## src/rtl/seg7_scan_driver_if.sv

```systemverilog
// Bundles the capture inputs and the scan outputs of the seven-segment driver.
// Pure wiring: no storage and no added latency.
// No backpressure: the update strobe is always accepted.
interface seg7_scan_driver_if;
  logic [15:0] value;
  logic [3:0]  dp_in;
  logic [3:0]  digit_en;
  logic        update;
  logic [1:0]  digit_sel;
  logic [6:0]  seg_n;
  logic        dp_n;
  logic        frame_done;

  // Producer of display data, consumer of the scan outputs.
  modport master (
    output value, dp_in, digit_en, update,
    input  digit_sel, seg_n, dp_n, frame_done
  );

  // The scan driver itself.
  modport slave (
    input  value, dp_in, digit_en, update,
    output digit_sel, seg_n, dp_n, frame_done
  );
endinterface

```

## src/rtl/seg7_scan_driver.sv

```systemverilog
// Time-multiplexed 4-digit seven-segment scanner with frame-aligned commit of captured data.
// Outputs registered; index and cathodes change together. New data shows from the first slot of the next frame.
// No backpressure: update is a strobe that is always accepted, last write before the wrap wins.
module seg7_scan_driver #(
  parameter int REFRESH_DIV  = 50000,
  parameter int BLANK_CYCLES = 1000
) (
  input logic           clk,
  input logic           rst_n,
  seg7_scan_driver_if.slave bus
);

  localparam int PW = (REFRESH_DIV > 1) ? $clog2(REFRESH_DIV) : 1;

  logic [PW-1:0] prescaler_q, prescaler_d;
  logic [1:0]    digit_sel_q, digit_sel_d;
  logic          frame_done_q, frame_done_d;
  logic [15:0]   stg_value_q, stg_value_d;
  logic [3:0]    stg_dp_q, stg_dp_d;
  logic [3:0]    stg_en_q, stg_en_d;
  logic          pending_q, pending_d;
  logic [15:0]   disp_value_q, disp_value_d;
  logic [3:0]    disp_dp_q, disp_dp_d;
  logic [3:0]    disp_en_q, disp_en_d;
  logic [6:0]    seg_n_q, seg_n_d;
  logic          dp_n_q, dp_n_d;

  logic          slot_end;
  logic          wrap;
  logic          in_blank;
  logic [3:0]    nibble;

  function automatic logic [6:0] hex7(input logic [3:0] n);
    case (n)
      4'h0: hex7 = 7'h40;
      4'h1: hex7 = 7'h79;
      4'h2: hex7 = 7'h24;
      4'h3: hex7 = 7'h30;
      4'h4: hex7 = 7'h19;
      4'h5: hex7 = 7'h12;
      4'h6: hex7 = 7'h02;
      4'h7: hex7 = 7'h78;
      4'h8: hex7 = 7'h00;
      4'h9: hex7 = 7'h10;
      4'hA: hex7 = 7'h08;
      4'hB: hex7 = 7'h03;
      4'hC: hex7 = 7'h46;
      4'hD: hex7 = 7'h21;
      4'hE: hex7 = 7'h06;
      default: hex7 = 7'h0E;
    endcase
  endfunction

  // Slot timing: prescaler runs per slot, digit index advances at slot end, frame wraps after digit 3.
  always_comb begin
    slot_end     = (prescaler_q == PW'(REFRESH_DIV - 1));
    wrap         = slot_end && (digit_sel_q == 2'd3);
    prescaler_d  = slot_end ? '0 : prescaler_q + PW'(1);
    digit_sel_d  = slot_end ? digit_sel_q + 2'd1 : digit_sel_q;
    frame_done_d = wrap;
  end

  // Capture into staging on update; commit to display only on the frame wrap.
  // An update landing on the wrap edge bypasses staging so it is shown in the frame that starts now.
  always_comb begin
    stg_value_d  = stg_value_q;
    stg_dp_d     = stg_dp_q;
    stg_en_d     = stg_en_q;
    pending_d    = pending_q;
    disp_value_d = disp_value_q;
    disp_dp_d    = disp_dp_q;
    disp_en_d    = disp_en_q;
    if (bus.update) begin
      stg_value_d = bus.value;
      stg_dp_d    = bus.dp_in;
      stg_en_d    = bus.digit_en;
      pending_d   = 1'b1;
    end
    if (wrap) begin
      pending_d = 1'b0;
      if (bus.update) begin
        disp_value_d = bus.value;
        disp_dp_d    = bus.dp_in;
        disp_en_d    = bus.digit_en;
      end else if (pending_q) begin
        disp_value_d = stg_value_q;
        disp_dp_d    = stg_dp_q;
        disp_en_d    = stg_en_q;
      end
    end
  end

  // Ghost-suppression window at the start of each slot; absent entirely when BLANK_CYCLES is 0.
  if (BLANK_CYCLES == 0) begin : g_no_blank
    assign in_blank = 1'b0;
  end else begin : g_blank
    assign in_blank = (prescaler_d < PW'(BLANK_CYCLES));
  end

  // Cathodes are computed from next-state index/prescaler/display so they register in lockstep with digit_sel.
  always_comb begin
    case (digit_sel_d)
      2'd0:    nibble = disp_value_d[3:0];
      2'd1:    nibble = disp_value_d[7:4];
      2'd2:    nibble = disp_value_d[11:8];
      default: nibble = disp_value_d[15:12];
    endcase
    seg_n_d = 7'h7F;
    dp_n_d  = 1'b1;
    if (!in_blank && disp_en_d[digit_sel_d]) begin
      seg_n_d = hex7(nibble);
      dp_n_d  = ~disp_dp_d[digit_sel_d];
    end
  end

  // State and output registers, all cleared asynchronously.
  always_ff @(posedge clk or negedge rst_n) begin
    if (!rst_n) begin
      prescaler_q  <= '0;
      digit_sel_q  <= 2'd0;
      frame_done_q <= 1'b0;
      stg_value_q  <= 16'h0;
      stg_dp_q     <= 4'h0;
      stg_en_q     <= 4'h0;
      pending_q    <= 1'b0;
      disp_value_q <= 16'h0;
      disp_dp_q    <= 4'h0;
      disp_en_q    <= 4'h0;
      seg_n_q      <= 7'h7F;
      dp_n_q       <= 1'b1;
    end else begin
      prescaler_q  <= prescaler_d;
      digit_sel_q  <= digit_sel_d;
      frame_done_q <= frame_done_d;
      stg_value_q  <= stg_value_d;
      stg_dp_q     <= stg_dp_d;
      stg_en_q     <= stg_en_d;
      pending_q    <= pending_d;
      disp_value_q <= disp_value_d;
      disp_dp_q    <= disp_dp_d;
      disp_en_q    <= disp_en_d;
      seg_n_q      <= seg_n_d;
      dp_n_q       <= dp_n_d;
    end
  end

  assign bus.digit_sel  = digit_sel_q;
  assign bus.seg_n      = seg_n_q;
  assign bus.dp_n       = dp_n_q;
  assign bus.frame_done = frame_done_q;

endmodule

```

## src/flat_wrapper.sv

```systemverilog
// flat-port wrapper written by rule: the top's interface ports become plain ports
module seg7_scan_driver_flat 
#(
  parameter int REFRESH_DIV  = 50000,
  parameter int BLANK_CYCLES = 1000
)
  (clk, rst_n, bus_value, bus_dp_in, bus_digit_en, bus_update, bus_digit_sel, bus_seg_n, bus_dp_n, bus_frame_done);
  seg7_scan_driver_if bus_i ();
  input logic clk;
  input logic rst_n;
  input wire logic [$bits(bus_i.value)-1:0] bus_value;
  input wire logic [$bits(bus_i.dp_in)-1:0] bus_dp_in;
  input wire logic [$bits(bus_i.digit_en)-1:0] bus_digit_en;
  input wire logic [$bits(bus_i.update)-1:0] bus_update;
  output wire logic [$bits(bus_i.digit_sel)-1:0] bus_digit_sel;
  output wire logic [$bits(bus_i.seg_n)-1:0] bus_seg_n;
  output wire logic [$bits(bus_i.dp_n)-1:0] bus_dp_n;
  output wire logic [$bits(bus_i.frame_done)-1:0] bus_frame_done;
  assign bus_i.value = bus_value;
  assign bus_i.dp_in = bus_dp_in;
  assign bus_i.digit_en = bus_digit_en;
  assign bus_i.update = bus_update;
  assign bus_digit_sel = bus_i.digit_sel;
  assign bus_seg_n = bus_i.seg_n;
  assign bus_dp_n = bus_i.dp_n;
  assign bus_frame_done = bus_i.frame_done;
  seg7_scan_driver #(.REFRESH_DIV(REFRESH_DIV), .BLANK_CYCLES(BLANK_CYCLES)) u_core (.clk(clk), .rst_n(rst_n), .bus(bus_i));
endmodule
```

## config.mk

```make
export PLATFORM = sky130hd
export DESIGN_NAME = seg7_scan_driver_flat
export DESIGN_NICKNAME = d
export VERILOG_FILES = /design/src/rtl/seg7_scan_driver_if.sv /design/src/rtl/seg7_scan_driver.sv /design/src/flat_wrapper.sv
export SDC_FILE = /design/constraint.sdc
export NUM_CORES = 1
export LEC_CHECK = 0
export BUFFER_PORTS_ARGS = -buffer_cell sky130_fd_sc_hd__buf_2
export CORE_MARGIN = 2
export CORE_UTILIZATION = 63
export DETAILED_ROUTE_END_ITERATION = 7
export GPL_ROUTABILITY_DRIVEN = 0
export GPL_TIMING_DRIVEN = 0
export PLACE_DENSITY = 0.81
export SLEW_MARGIN = 40
export SYNTH_ARGS = -nofsm -noshare
export SYNTH_HDL_FRONTEND = slang
export SYNTH_SLANG_ARGS = --single-unit
```

## constraint.sdc

```tcl
create_clock -name clk -period 10 [get_ports clk]
set_clock_uncertainty 0.15 [all_clocks]
set_input_delay 2 -clock clk [delete_from_list [all_inputs] [get_ports clk]]
set_output_delay 2 -clock clk [all_outputs]
set_load 0.03 [all_outputs]
```

==> flow_summary.json, run 1 <==
{
  "status": "finished, final reports clean",
  "muxShareOfSynthArea_pct": 12.0,
  "leakage_uw": 0.00200,
  "synth.top_cell.area_share_pct": 46.0,
  "avgSynthCellArea_um2": 11.3,
  "num_io_pins": 38,
  "synthArstFlopShare_pct": 100,
  "pwr-share-seq_pct": 57.1,
  "synth_common_cells": "dfrtp_1 (68), nand2_1 (34), mux2_2 (26), nor2_1 (21)",
  "synthSimpleGateAreaFrac_pct": 14.3,
  "dr.pass1.iters": 4,
  "p_comb_share_pct": 6.0,
  "finalSetupViolations": 0,
  "clkTransAtPathRegs_ns": 0.07,
  "synth_xor_xnor_area_share_pct": 3.75,
  "cp_num_buf_inv": 3,
  "crit_required_ns": 10.12,
  "switchingPower_uw": 125,
  "drcViolationCount": 0,
  "cts.sinks": 76,
  "slew_headroom_pct": 59.0,
  "wl_um": 7270,
  "antenna_left": 0,
  "worst_slew_pin_slew_ns": 0.615,
  "die_area_um2": 6510,
  "hp-class": "flip-flop to flip-flop",
  "dp.final_hpwl_um": 5150,
  "powerDensity_nw_per_um2": 135,
  "grt_max_degree": 60,
  "ys_seq_area_share_pct": 51.6,
  "synth_cell_types": 53,
  "synth-compound-area-share_pct": 11.1,
  "timing.final.max_slew_violations": 0,
  "crit_path_max_incr_delay_ns": 0.49,
  "die_x_um": 80.7,
  "drt-wirelength-per-cell_um": 16.0,
  "yosysWarnings": 0,
  "n_antenna_cell": 0,
  "r2r-start": "u_core.prescaler_q[0]$_DFF_PN0_",
  "overflow": 0,
  "synth_nets": 364,
  "crit_top_cell": "mux2_2",
  "finalPower_uw": 563,
  "cap_violations": 0,
  "post-cts-setup-buffer-count": 0,
  "crit_slowest_cell": "o22ai_1",
  "worstSetupPathType": "input pin to flip-flop",
  "vias": 2630,
  "hold_violations": 0,
  "final.period_utilization_pct": 49.3,
  "crit_family": "compound AO/OA/AOI/OAI gates",
  "endpoint_kind": "flip-flop",
  "core-area_um2": 5610,
  "grt_pass1_vias": 2659,
  "synth.area.top_cells": "dfrtp_1 (46%), mux2_2 (7.9%), dfstp_2 (5.7%)",
  "rsz0062_at_grt": "false",
  "synthAdderAreaFrac_pct": 2.70,
  "synth_flop_cell": "dfrtp_1",
  "synth_edf_count": 0,
  "p_int_uw": 438,
  "hold_start": "u_core.prescaler_q[0]$_DFF_PN0_",
  "clkLatencyLatePin_ns": 0.34,
  "crit_path_cell_trace": "buf_2, buf_1, mux2_2, mux2_2, a21o_1, o22ai_1, inv_1, ha_1, o21ai_0, o21ai_1, a221o_1",
  "syn_to_final_growth_pct": 12.9,
  "r2r_slack_ns": 6.36,
  "synth_top_family_by_area": "simple AND/OR/NAND/NOR gates",
  "ir_worst_vdd_uv": 94.8,
  "cts_root_buf": "clkbuf_8",
  "start_util_pct": 66.0,
  "h-tree-depth": 3,
  "grt_pass1_wl_um": 12400,
  "critPathLaunch": "bus_update",
  "syn_inst": 329,
  "crit_fanout": 10,
  "p_clk_share_pct": 36.9,
  "io_buffers": 36,
  "gr-usage-all-layers_pct": 25.7,
  "fin_tns_setup_ns": 0,
  "whs_ns": 0.317,
  "die_y_um": 80.7,
  "cts_resized": 0,
  "netlist_area_um2": 3700,
  "nets": 412,
  "cts_tree": "built",
  "via_per_inst": 5.79,
  "synth_most_common_cell": "dfrtp_1",
  "drive_gt1_share_pct": 28.5,
  "worstSetupStartpointType": "input pin",
  "row_count": 27,
  "fin_crit_ns": 4.93,
  "ys_ff_latch": 76,
  "antenna_found_initial": 0,
  "yosysTopAreaCell": "dfrtp_1",
  "numCtsBuffers": 9,
  "drt_iter0_drc": 147,
  "max_freq_mhz": 203,
  "swShare_pct": 22.2,
  "cts.path.max_buffers": 2,
  "crit_arrival_ns": 5.05,
  "postCtsHoldBufs": 0
}
==> cell type report <==
type	count	area, um2
buffer	18	109
clock buffer	15	166
clock inverter	1	7.51
fill	408	1430
inverter	16	61.3
multi-input combinational	219	1620
sequential	76	1910
tap	72	90.1
timing repair buffer	37	214
==> metrics by stage <==
stage                     std cells  worst slack [ns]  area (um2)  utilization, %
after detailed placement        438              4.70        4010            71.4
after floorplan                 329              5.25        3700               -
after global placement          437              4.83        3970            70.8
final                           454              5.07        4180            74.5
after global routing            454              4.76        4180            74.5
after CTS                       454              5.06        4180            74.5
==> worst register-to-register path, cell delays in order (launching register included) <==
cell,delay [ns]
dfrtp_1,0.40
ha_1,0.25
and3_1,0.18
buf_2,0.15
and4_1,0.20
buf_6,0.14
xnor2_2,0.23
inv_2,0.08
buf_6,0.15
a21o_1,0.17
o22ai_1,0.49
inv_1,0.16
ha_1,0.26
o21ai_0,0.11
o21ai_1,0.10
a221o_1,0.36
==> worst paths after layout <==
path / endpoint / depth (start not counted)
worst max-delay path: u_core.bus.seg_n[5]$_DFF_PN1_ / 11
worst min-delay path: u_core.prescaler_q[0]$_DFF_PN0_ / 1
worst max register to register: u_core.bus.seg_n[5]$_DFF_PN1_ / 15
worst min register to register: u_core.prescaler_q[0]$_DFF_PN0_ / 1
max in group asynchronous: u_core.bus.seg_n[4]$_DFF_PN1_ / 2
min in group asynchronous: u_core.stg_en_q[0]$_DFFE_PN0P_ / 1
==> power by group through the flow <==
stage / registers [uW] / clock network (uW) / logic, uW
2_1_floorplan: 326 / 0 / 17.6
3_3_place_gp: 327 / 0 / 31.4
3_5_place_dp: 328 / 0 / 34.3
4_1_cts: 322 / 213 / 34.4
5_1_grt: 323 / 227 / 38.5
6_report: 322 / 208 / 33.6
==> kinds of logic after synthesis <==
family,Yosys count
buffers and inverters,34
AO/OA/AOI/OAI,59
flip-flops,76
adder cells (fa/ha/maj),8
multiplexers,40
AND/OR/NAND/NOR,97
XOR/XNOR,15
==> cells in the final DEF, fill, tap and decap left out, types with 3 or more instances in the layout <==
cell and n:
buf_1 4, ha_1 8, a21oi_1 8, a21o_1 4, xnor2_1 7, clkbuf_8 11, nand4_1 4, nor2_1 21
a221o_1 3, mux2_2 26, o21ai_0 14, buf_2 44, and3_1 4, dfstp_2 8, dfrtp_1 68, a211oi_1 5
a211o_1 3, nor3_1 5, nand2_1 34, a32oi_1 5, inv_1 14, nor2b_1 3, nand3_1 8, and2_1 4
xor2_1 7, clkbuf_1 5, buf_6 5, mux2i_1 12
==> routing by layer <==
layer	track usage [%]	wire length, um
met2	40.8	3420
met3	5.73	289
met5	0	0
met4	10.2	132
met1	34.3	3430
==> sequential cells by signal, summed over array words and instances (netlist names) <==
signal,count
u_core.disp_value_q,16
u_core.prescaler_q,16
u_core.stg_value_q,16
u_core.bus.seg_n,7
u_core.disp_dp_q,4
u_core.disp_en_q,4
u_core.stg_dp_q,4
u_core.stg_en_q,4
u_core.bus.digit_sel,2
u_core.bus.dp_n,1
u_core.bus.frame_done,1
u_core.pending_q,1
Note: power is estimated with default switching activity, not from simulation.
==> inputs of run 2 (changes only) <==
--- a/config.mk
+++ b/config.mk
@@ -7,11 +7,11 @@
 export LEC_CHECK = 0
 export BUFFER_PORTS_ARGS = -buffer_cell sky130_fd_sc_hd__buf_2
 export CORE_MARGIN = 2
-export CORE_UTILIZATION = 63
+export CORE_UTILIZATION = 59
 export DETAILED_ROUTE_END_ITERATION = 7
 export GPL_ROUTABILITY_DRIVEN = 0
 export GPL_TIMING_DRIVEN = 0
-export PLACE_DENSITY = 0.81
+export PLACE_DENSITY = 0.77
 export SLEW_MARGIN = 40
 export SYNTH_ARGS = -nofsm -noshare
 export SYNTH_HDL_FRONTEND = slang
==> constraint.sdc (replaced) <==
create_clock -name clk -period 5.1 [get_ports clk]
set_clock_uncertainty 0.15 [all_clocks]
set_input_delay 1.02 -clock clk [delete_from_list [all_inputs] [get_ports clk]]
set_output_delay 1.02 -clock clk [all_outputs]
set_load 0.03 [all_outputs]
==> flow_summary.json, run 2 (synthesized netlist as in run 1, its figures left out) <==
{
  "die_area_um2": 6920,
  "numCtsBuffers": 9,
  "io_buffers": 36,
  "via_per_inst": 5.76,
  "drt-wirelength-per-cell_um": 16.4,
  "grt_max_degree": 55,
  "antenna_found_initial": 0,
  "wl_um": 7500,
  "powerDensity_nw_per_um2": 303,
  "hold_violations": 0,
  "layout_common_cells": "dfrtp_1 (68), buf_2 (44), nand2_1 (34)",
  "syn_to_final_growth_pct": 15.4,
  "drt_iter0_drc": 191,
  "antenna_left": 0,
  "worst_slew_pin_slew_ns": 0.618,
  "core-area_um2": 5990,
  "cp_num_buf_inv": 3,
  "hold_start": "u_core.prescaler_q[0]$_DFF_PN0_",
  "r2r-start": "u_core.prescaler_q[0]$_DFF_PN0_",
  "num_io_pins": 38,
  "ir_worst_vdd_uv": 188,
  "crit_fanout": 10,
  "hold_path_end": "u_core.prescaler_q[0]$_DFF_PN0_",
  "die_x_um": 83.2,
  "vias": 2632,
  "dp.final_hpwl_um": 5160,
  "reg2regPathDepth": 13,
  "max_freq_mhz": 253,
  "reg2reg_to": "u_core.bus.seg_n[5]$_DFF_PN1_",
  "cts_root_buf": "clkbuf_8",
  "finalSetupViolations": 0,
  "rsz0062_at_grt": "false",
  "grt_pass1_vias": 2625,
  "overflow": 0,
  "whs_path_depth": 1,
  "crit_arrival_ns": 4.07,
  "nets": 412,
  "slew_headroom_pct": 58.8,
  "gr-usage-all-layers_pct": 23.2,
  "final_common_cell": "dfrtp_1",
  "cts.path.max_buffers": 2,
  "die_y_um": 83.2,
  "whs_ns": 0.316,
  "crit_family": "compound AO/OA/AOI/OAI gates",
  "worstSetupStartpointType": "input pin",
  "crit_slowest_cell": "o22ai_1",
  "cts_resized": 0,
  "crit_top_cell": "mux2_2",
  "r2r_slack_ns": 1.42,
  "cts.sinks": 76,
  "row_count": 28,
  "register_area_um2": 1910,
  "status": "finished, final reports clean",
  "reg_top3": "u_core.disp_value_q: 16 flops, u_core.prescaler_q: 16 flops, u_core.stg_value_q: 16 flops",
  "postCtsHoldBufs": 0,
  "timing.final.max_slew_violations": 0,
  "cts_tree": "built",
  "fill_cells": 452,
  "cap_violations": 0,
  "fin_crit_ns": 3.95,
  "hp-class": "flip-flop to flip-flop",
  "start_util_pct": 61.8,
  "h-tree-depth": 3,
  "clkTransAtPathRegs_ns": 0.07,
  "crit_path_cell_trace": "buf_2, buf_1, mux2_2, mux2_2, a21o_1, o22ai_1, inv_1, ha_1, o21ai_0, o21ai_1, a221o_1",
  "crit_path_max_incr_delay_ns": 0.49,
  "multiInputGateArea_um2": 1620,
  "clkLatencyLatePin_ns": 0.35,
  "crit_required_ns": 5.22,
  "fin_tns_setup_ns": 0,
  "leakage_uw": 0.00204,
  "post-cts-setup-buffer-count": 0,
  "endpoint_kind": "flip-flop",
  "dr.pass1.iters": 4,
  "n_antenna_cell": 0,
  "worstSetupPathType": "input pin to flip-flop",
  "grt_pass1_wl_um": 12800,
  "drcViolationCount": 0,
  "drive_gt1_share_pct": 29.3,
  "final.period_utilization_pct": 77.4
}
run 2: cell count changes in the layout (fill, tap and decap cells not counted), sizes merged:
cell and delta:
bufinv +4, clkbuf -5, inv +1
run 2: routing by layer:
metal	share of wire, %	vias to the layer above	global-route usage, %
li1	-	1259	-
met1	46	1297	31.7
met2	48	66	37.1
met5	0	-	0
met3	4.5	10	3.88
met4	1.4	0	8.94
run 2: how the worst max path moves through the flow:
stage	startpoint	to	slack [ns]	cells past startpoint
after floorplan	bus_update	u_core.bus.seg_n[5]$_DFF_PN1_	1.33	11
after detailed placement	bus_update	u_core.bus.seg_n[5]$_DFF_PN1_	0.81	11
after global placement	bus_update	u_core.bus.seg_n[5]$_DFF_PN1_	0.91	11
after global routing	bus_update	u_core.bus.seg_n[5]$_DFF_PN1_	0.97	11
after CTS	bus_update	u_core.bus.seg_n[5]$_DFF_PN1_	1.18	11
final	bus_update	u_core.bus.seg_n[5]$_DFF_PN1_	1.15	11
run 2: where the power goes:
group,switching (uW),internal [uW]
registers,7.35,623
clock network,224,376
logic,36.0,30.5
run 2: final cells by class:
cell class / instances / area share, %
plain buffers: 18 / 2.55
clock buffers: 10 / 2.99
clock inverters: 6 / 3.19
inverters: 16 / 1.43
multi-input cells: 219 / 37.9
flip-flops and latches: 76 / 44.7
well taps: 75 / 2.20
repair buffers: 37 / 5.01
run 2: per-stage QoR:
stage | std cells | utilization [%] | cell area (um2) | worst slack [ns] | total power (uW)
floorplan | 329 | - | 3700 | 1.33 | 674
global placement | 440 | 66.4 | 3980 | 0.910 | 702
detailed placement | 441 | 66.9 | 4010 | 0.806 | 709
CTS | 457 | 71.3 | 4270 | 1.18 | 1310
global route | 457 | 71.3 | 4270 | 0.971 | 1340
finish | 457 | 71.3 | 4270 | 1.15 | 1300
